## config.mk

```make
export PLATFORM = sky130hd
export DESIGN_NAME = board_tracker_flat
export DESIGN_NICKNAME = d
export VERILOG_FILES = /design/src/rtl/board_tracker_if.sv /design/src/rtl/board_tracker.sv /design/src/flat_wrapper.sv
export SDC_FILE = /design/constraint.sdc
export NUM_CORES = 1
export LEC_CHECK = 0
export CORE_UTILIZATION = 43
export CTS_CLUSTER_SIZE = 16
export DETAILED_ROUTE_END_ITERATION = 7
export PLACE_DENSITY = 0.78
export SYNTH_ARGS = -nofsm -noshare
export SYNTH_HDL_FRONTEND = slang
export SYNTH_SLANG_ARGS = --single-unit
```

## constraint.sdc

```tcl
create_clock -name clk -period 2.64 [get_ports clk]
set_clock_uncertainty 0.2 [all_clocks]
set_input_delay 0.528 -clock clk [delete_from_list [all_inputs] [get_ports clk]]
set_output_delay 0.528 -clock clk [all_outputs]
set_load 0.005 [all_outputs]
```

## src/rtl/board_tracker_if.sv

```systemverilog
// Player/frame inputs and render-stage outputs of the board tracker.
// master drives the player state and frame timing; slave is the tracker.
interface board_tracker_if;
    logic        vsync_in;
    logic [11:0] xpos_p1;
    logic [11:0] xpos_p2;
    logic        p1_alive;
    logic        p2_alive;
    logic [1:0]  advantage;
    logic        restart;
    logic [2:0]  board_controller;
    logic        blank_out;
    logic        respawn;
    logic [1:0]  winner;
    logic [1:0]  state_dbg;

    modport master (
        output vsync_in, xpos_p1, xpos_p2, p1_alive, p2_alive, advantage, restart,
        input  board_controller, blank_out, respawn, winner, state_dbg
    );

    modport slave (
        input  vsync_in, xpos_p1, xpos_p2, p1_alive, p2_alive, advantage, restart,
        output board_controller, blank_out, respawn, winner, state_dbg
    );
endinterface

```

## src/rtl/board_tracker.sv

```systemverilog
// Scene-progression FSM: screen offset, blanking transition, respawn and winner.
// Outputs are registered, 1 clk after the qualifying frame tick; no backpressure.
module board_tracker #(
    parameter int SCREEN_W     = 1024,
    parameter int EDGE_MARGIN  = 16,
    parameter int HOLD_FRAMES  = 4,
    parameter int TRANS_FRAMES = 30,
    parameter int MAX_BOARD    = 2
) (
    input logic            clk,
    input logic            reset,
    board_tracker_if.slave bus
);
    typedef enum logic [1:0] {
        PLAY  = 2'b00,
        EDGE  = 2'b01,
        TRANS = 2'b10,
        WIN   = 2'b11
    } state_t;

    localparam int HW = (HOLD_FRAMES  > 2) ? $clog2(HOLD_FRAMES)  : 1;
    localparam int TW = (TRANS_FRAMES > 2) ? $clog2(TRANS_FRAMES) : 1;

    localparam logic [11:0]       RIGHT_EDGE = 12'(SCREEN_W - EDGE_MARGIN);
    localparam logic [11:0]       LEFT_EDGE  = 12'(EDGE_MARGIN);
    localparam logic [HW:0]       HOLD_LAST  = (HW+1)'(HOLD_FRAMES);
    localparam logic [TW-1:0]     TRANS_LAST = TW'(TRANS_FRAMES - 1);
    localparam logic signed [2:0] MAXB       = 3'(MAX_BOARD);
    localparam logic signed [2:0] MINB       = -MAXB;

    state_t            state;
    logic [HW-1:0]     hold_cnt;
    logic [TW-1:0]     trans_cnt;
    logic signed [2:0] board;
    logic              blank;
    logic              respawn_q;
    logic [1:0]        winner_q;
    logic              vsync_d;
    logic              restart_q;
    logic              restart_qq;

    logic        tick;
    logic        e1;
    logic        e2;
    logic [HW:0] hold_nxt;

    assign tick     = bus.vsync_in & ~vsync_d;
    assign e1       = bus.p1_alive & (bus.advantage == 2'b01) & (bus.xpos_p1 >= RIGHT_EDGE);
    assign e2       = bus.p2_alive & (bus.advantage == 2'b10) & (bus.xpos_p2 <  LEFT_EDGE);
    assign hold_nxt = {1'b0, hold_cnt} + (HW+1)'(1);

    always_ff @(posedge clk) begin
        if (reset) begin
            state      <= PLAY;
            hold_cnt   <= '0;
            trans_cnt  <= '0;
            board      <= '0;
            blank      <= 1'b0;
            respawn_q  <= 1'b0;
            winner_q   <= 2'b00;
            vsync_d    <= 1'b0;
            restart_q  <= 1'b0;
            restart_qq <= 1'b0;
        end else begin
            vsync_d    <= bus.vsync_in;
            restart_q  <= bus.restart;
            restart_qq <= restart_q;
            // Restart's respawn lands one cycle after the board snaps to centre.
            respawn_q  <= restart_q & ~restart_qq;

            if (bus.restart) begin
                state     <= PLAY;
                hold_cnt  <= '0;
                trans_cnt <= '0;
                board     <= '0;
                blank     <= 1'b0;
                winner_q  <= 2'b00;
            end else if (tick) begin
                case (state)
                    PLAY: begin
                        if (e1 | e2) begin
                            if (hold_nxt == HOLD_LAST) begin
                                state    <= EDGE;
                                hold_cnt <= '0;
                            end else begin
                                hold_cnt <= hold_nxt[HW-1:0];
                            end
                        end else begin
                            hold_cnt <= '0;
                        end
                    end
                    EDGE: begin
                        if (!(e1 | e2)) begin
                            state    <= PLAY;
                            hold_cnt <= '0;
                        end else if (e1 && board == MAXB) begin
                            winner_q <= 2'b01;
                            state    <= WIN;
                        end else if (e2 && board == MINB) begin
                            winner_q <= 2'b10;
                            state    <= WIN;
                        end else begin
                            board     <= e1 ? board + 3'sd1 : board - 3'sd1;
                            trans_cnt <= '0;
                            blank     <= 1'b1;
                            state     <= TRANS;
                        end
                    end
                    TRANS: begin
                        if (trans_cnt == TRANS_LAST) begin
                            blank     <= 1'b0;
                            respawn_q <= 1'b1;
                            hold_cnt  <= '0;
                            trans_cnt <= '0;
                            state     <= PLAY;
                        end else begin
                            trans_cnt <= trans_cnt + TW'(1);
                        end
                    end
                    default: begin
                        state <= WIN;
                    end
                endcase
            end
        end
    end

    assign bus.board_controller = board;
    assign bus.blank_out        = blank;
    assign bus.respawn          = respawn_q;
    assign bus.winner           = winner_q;
    assign bus.state_dbg        = state;
endmodule

```

## src/flat_wrapper.sv

```systemverilog
// flat-port wrapper written by rule: the top's interface ports become plain ports
module board_tracker_flat 
#(
    parameter int SCREEN_W     = 1024,
    parameter int EDGE_MARGIN  = 16,
    parameter int HOLD_FRAMES  = 4,
    parameter int TRANS_FRAMES = 30,
    parameter int MAX_BOARD    = 2
)
  (clk, reset, bus_vsync_in, bus_xpos_p1, bus_xpos_p2, bus_p1_alive, bus_p2_alive, bus_advantage, bus_restart, bus_board_controller, bus_blank_out, bus_respawn, bus_winner, bus_state_dbg);
  board_tracker_if bus_i ();
  input logic clk;
  input logic reset;
  input wire logic [$bits(bus_i.vsync_in)-1:0] bus_vsync_in;
  input wire logic [$bits(bus_i.xpos_p1)-1:0] bus_xpos_p1;
  input wire logic [$bits(bus_i.xpos_p2)-1:0] bus_xpos_p2;
  input wire logic [$bits(bus_i.p1_alive)-1:0] bus_p1_alive;
  input wire logic [$bits(bus_i.p2_alive)-1:0] bus_p2_alive;
  input wire logic [$bits(bus_i.advantage)-1:0] bus_advantage;
  input wire logic [$bits(bus_i.restart)-1:0] bus_restart;
  output wire logic [$bits(bus_i.board_controller)-1:0] bus_board_controller;
  output wire logic [$bits(bus_i.blank_out)-1:0] bus_blank_out;
  output wire logic [$bits(bus_i.respawn)-1:0] bus_respawn;
  output wire logic [$bits(bus_i.winner)-1:0] bus_winner;
  output wire logic [$bits(bus_i.state_dbg)-1:0] bus_state_dbg;
  assign bus_i.vsync_in = bus_vsync_in;
  assign bus_i.xpos_p1 = bus_xpos_p1;
  assign bus_i.xpos_p2 = bus_xpos_p2;
  assign bus_i.p1_alive = bus_p1_alive;
  assign bus_i.p2_alive = bus_p2_alive;
  assign bus_i.advantage = bus_advantage;
  assign bus_i.restart = bus_restart;
  assign bus_board_controller = bus_i.board_controller;
  assign bus_blank_out = bus_i.blank_out;
  assign bus_respawn = bus_i.respawn;
  assign bus_winner = bus_i.winner;
  assign bus_state_dbg = bus_i.state_dbg;
  board_tracker #(.SCREEN_W(SCREEN_W), .EDGE_MARGIN(EDGE_MARGIN), .HOLD_FRAMES(HOLD_FRAMES), .TRANS_FRAMES(TRANS_FRAMES), .MAX_BOARD(MAX_BOARD)) u_core (.clk(clk), .reset(reset), .bus(bus_i));
endmodule
```

======== Word-level counts from Yosys, hierarchy flattened ========
Cells that the tools add are included.
storage, ports and cells
  bits in registers ....................... 19
  bits of input ports ..................... 32
  logic and storage cells ................. 83
  output and inout port bits .............. 9
cells by class
  equality and inequality tests ........... 15
  add/subtract/negate cells ............... 4
  magnitude comparators ................... 2
  multiplexer cells ....................... 28
  reduce and logical (&&, ||, !) cells .... 13
  bitwise gates (word level) .............. 11
operator list
  operator                                                                                number
  2-bit two-way mux                                                                       10
  5-bit two-way mux                                                                       4
  12-bit by 10-bit greater-or-equal comparator with 1-bit output (second input constant)  1
  12-bit by 5-bit < comparator with 1-bit output (second input constant)                  1
  2-bit case mux with 3 select lines                                                      2
  4-bit AND reduction                                                                     3
  5-bit case mux with 2 select lines                                                      1
  5-bit AND reduction                                                                     2
  1-bit two-way mux                                                                       9
  2-bit by 1-bit != test with 1-bit output (second input constant)                        4
  1-bit AND                                                                               6
  3-bit == test (second input constant)                                                   2
  2-bit != test (second input constant)                                                   3
  6-bit AND reduction                                                                     1
  5-bit by 1-bit adder with 5-bit output (second input constant)                          1
  5-bit == test (second input constant)                                                   1
  2-bit by 1-bit == test with 1-bit output (second input constant)                        2
  2-bit == test (second input constant)                                                   2
  1-bit NOT                                                                               4
  2-bit nonzero test                                                                      2
  2-bit by 1-bit adder with 3-bit output (second input constant)                          1
  3-bit by 2-bit adder with 3-bit output (second input constant)                          1
  3-bit by 2-bit == test with 1-bit output (second input constant)                        1
  3-bit two-way mux                                                                       1
  7 further kinds                                                                         8

======== Logic depth before layout (Yosys ltp) ========
  word-level depth ........................ 8
  gate-level depth with buffers ........... 8
  depth with buffers taken out ............ 8

======== Least setup slack after synthesis ========
No wires, ideal clock.
  path type ............................... input to register
  start point ............................. input bus_xpos_p1[7]
  end point ............................... register u_core.trans_cnt[3]
  arrival time ............................ 2.087 ns
  stages on the path ...................... 7
  path slack .............................. 0.236 ns
  cells stage by stage .................... and4_1 > a311oi_1 > or4_1 > buf_2 > a41o_1 > and3_4 > a32o_1
between the ends
  longest elaborated chain between the ends .. 5
  elaborated cells between the ends (all ways) .. 7
ends and longest elaborated chain
  item                                                                                 RTL line                                  text
  start: declaration                                                                   flat_wrapper.sv:15                        input wire logic [$bits(bus_i.xpos_p1)-1:0] bus_xpos_p1;
  12-bit by 10-bit greater-or-equal comparator with 1-bit output *                     board_tracker.sv:48                       assign e1 = bus.p1_alive & (bus.advantage == 2'b01) & (bus.xpos_p1 >= RIGHT_EDGE);
  1-bit AND *                                                                          board_tracker.sv:48
  1-bit bitwise OR or 1-bit logical AND (tied branches)                                board_tracker.sv:93, board_tracker.sv:96
  2-bit by 1-bit != test with 1-bit output (no line) or 2-bit != test (tied branches)  --
  5-bit AND reduction (no line) *                                                      --
  end signal: assignment                                                               board_tracker.sv:117                      trans_cnt <= trans_cnt + TW'(1);
  end: declaration                                                                     board_tracker.sv:33                       logic [TW-1:0] trans_cnt;
Mark *: on every way between the ends. The rest lies on a longest branch, timed or not.
A chain may end at the register's enable or synchronous reset.

======== Worst setup path after layout ========
  start point ............................. input bus_xpos_p1[7]
  end point ............................... register u_core.trans_cnt[4]
The elaborated chain is that of the path after synthesis.

==> results.yml <==
run_status:
  outcome: "completed"
synthesis:
  synth.top_cells.by_area: "dfxtp_1 35%, ha_1 8.1%, a21oi_1 5.1%"
  synth-edff-count: 0
  synth_seq_cells: 19
  yosysMostFrequentCell: "dfxtp_1"
  synth_nets: 165
  synth_top_area_share_pct: 35.1
  seq_area_frac_synth_pct: 35.1
  yosysTopAreaCell: "dfxtp_1"
  syn_area_sq_um: 1080
  ys.warnings.count: 0
  syn_area_per_cell_sq_um: 8.66
  syn_inst: 125
  synthFlopType: "dfxtp_1"
  ys_top_cells_by_count: "19 x dfxtp_1, 11 x a21oi_1, 8 x nand3_1, 7 x ha_1, 7 x nand2_1"
  async_reset_ff_share_pct: 0
  synthDistinctLibCells: 45
timing:
  finalCriticalPeriod_ns: 2.53
  fin_crit_sh_pct: 96.0
  final-hold-violation-count: 0
  finalSetupTns_ns: 0
  rsz0062_at_grt: "true"
  fmax_ghz: 0.395
  setup_violations: 0
  whs_ns: 0.263
  tightest_slew_ns: 0.476
  report.final.slew_viol_count: 0
  max-slew-margin-rel_pct: 68.1
  setup_ws_ns: 0.106
routing:
  drc: 0
  vias_per_cell: 5.63
  vias: 1132
  postRouteAntennaNets: 0
  wl_microns: 2740
  drt_iter0_markers: 31
  wl_per_cell_microns: 13.6
  dr.pass1.iters: 4
clock_tree:
  clock_tree.root_cell: "clkbuf_4"
  clock_insertion_delay_worst_skew_ns: 0.31
  cts_htree_levels: 1
  cts.path.max_buffers: 2
  clock_sinks: 19
  hold_buffers: 0
  clk_pin_slew_ns: 0.12
  cts_buffers: 3
  cts_tree: "built"
die:
  start_util_pct: 47.1
  dieArea_sq_um: 2720
  die_w_microns: 52.2
  num_rows: 17
  io_pins: 41
  die_y_microns: 52.2
  coreArea_sq_um: 2300
critical_path:
  worstPathMaxFanout: 4
  r2r_end: "u_core.bus.state_dbg[0]"
  endpoint_kind: "register"
  critPathLaunch: "bus_xpos_p1[7]"
  reg2regPathDepth: 6
  reg2reg_slack_ns: 0.67
  cp.arrival_ns: 2.55
  crit_cells: 7
  timing.rr.start: "u_core.bus.state_dbg[0]"
  worst-setup-path-type: "input pin to register"
  path_cells: "clkdlybuf4s50_1, and4_1, a311oi_2, or4_4, a41o_1, and3_4, a32o_1"
  cp_top_family: "simple AND/OR/NAND/NOR gates"
  crit_end: "u_core.trans_cnt[4]"
  crit_path_max_incr_delay_ns: 0.55
  crit_slowest_cell: "or4_4"
  cp.required_ns: 2.65
  path_buf_inv: 1
  cp-start-kind: "input pin"
flow_run:
  max_cap_violations: 0
place:
  pre_cts_ws_ns: -0.265
  postPlaceCellArea_sq_um: 1540
  gp_congestion: 0.728
  portBuffers: 32
  dpl.hpwl_microns: 2110
worst_hold_path:
  min_path_type: "register to register"
grt:
  grt_pass1_wl_microns: 4550
  grt_max_degree: 15
  track_usage_pct: 22.3
  grt_pass1_vias: 1065
  grt_overflow_total: 0
  antenna_found_initial: 0
finish:
  drive_gt1_share_pct: 15.6
  diodes: 0
  area_growth_pct: 46.6
  stdcell_area_sq_um: 1590
  fin_nets: 214
power_and_ir_drop:
  peakVddDrop_mv: 0.333
  p_per_area_nw_per_um2: 327
  p_leak_uw: 0.000609
  power.total_uw: 518
[cells by family (layout without fill, tap and decap cells)]
kind of cell,Yosys count,in the layout,share of synthesized area (%)
AOI/OAI and AO/OA,34,34,21.7
xor gates and xnor gates,2,2,1.62
adders and majority gates,8,8,9.94
buffers and inverters,10,58,3.58
DFF,19,19,35.1
muxes,1,1,0.925
and+or+nand+nor,51,51,27.1
[worst register-to-register path: stages, from the launching register on]
cell and delay [ns]:
dfxtp_1 0.41, inv_1 0.09, ha_1 0.28, nand2_1 0.19
nand2_1 0.18, a2111o_1 0.42, o211a_1 0.12
[registers in the layout, summed over array words and instances (netlist names)]
register	count
u_core.bus.blank_out	1
u_core.bus.board_controller	3
u_core.bus.respawn	1
u_core.bus.state_dbg	2
u_core.bus.winner	2
u_core.hold_cnt	2
u_core.restart_q	1
u_core.restart_qq	1
u_core.trans_cnt	5
u_core.vsync_d	1
[power breakdown]
| group | total [uW] | internal (uW) | switching [uW] |
|---|---|---|---|
| registers | 290 | 290 | 0.801 |
| logic | 73.1 | 46.4 | 26.6 |
| clock network | 155 | 56.6 | 98.0 |
[layout make-up]
type	instances	area [sq um]
multi-input combinational	96	681
fill	171	711
timing repair buffer	48	440
clock buffer	3	22.5
inverter	6	22.5
clock inverter	1	5.00
sequential	19	380
tap	28	35.0
[cell usage in the layout (no fill, tap or decap), types with 2 or more instances in the layout]
| cell | netlist | routed |
|---|---|---|
| clkdlybuf4s50_1 | 0 | 32 |
| dfxtp_1 | 19 | 19 |
| buf_4 | 0 | 16 |
| a21oi_1 | 11 | 11 |
| nand3_1 | 8 | 8 |
| nand2_1 | 7 | 7 |
| ha_1 | 7 | 7 |
| inv_1 | 6 | 6 |
| nor2b_1 | 5 | 5 |
| nor3_1 | 5 | 5 |
| nor2_1 | 5 | 5 |
| o21ai_0 | 5 | 5 |
| nand2b_1 | 3 | 3 |
| a32o_1 | 3 | 3 |
| clkbuf_4 | 0 | 3 |
| nand4_1 | 2 | 2 |
| o211ai_1 | 2 | 2 |
| or3_1 | 2 | 2 |
| or4_1 | 3 | 2 |
[what timing repair did]
action,4_1_cts,5_1_grt
setup endpoints to repair,0,10
buffers inserted,0,0
resized for setup,0,4
[how the worst min path moves through the flow]
stage                               startpoint                   end  depth (start not counted)
final                     u_core.bus.winner[1]  u_core.bus.winner[1]                          2
after global routing      u_core.bus.winner[1]  u_core.bus.winner[1]                          2
after detailed placement  u_core.bus.winner[1]  u_core.bus.winner[1]                          2
after CTS                 u_core.bus.winner[1]  u_core.bus.winner[1]                          2
after floorplan             u_core.hold_cnt[1]    u_core.hold_cnt[1]                          2
after global placement    u_core.bus.winner[1]  u_core.bus.winner[1]                          2
[stage by stage]
step / std cells / util (%)
floorplan: 125 / -
global placement: 197 / 67.1
detailed placement: 197 / 67.1
CTS: 201 / 68.3
global route: 201 / 69.1
finish: 201 / 69.1
[layer usage]
metal | vias up | track usage (%) | wire [microns]
met5 | - | 0 | 0
met4 | 0 | 3.95 | 20
met3 | 4 | 6.09 | 158
met2 | 40 | 41.5 | 1350
met1 | 519 | 25.5 | 1210
li1 | 569 | - | -
Power figures use the tool's default switching activity.
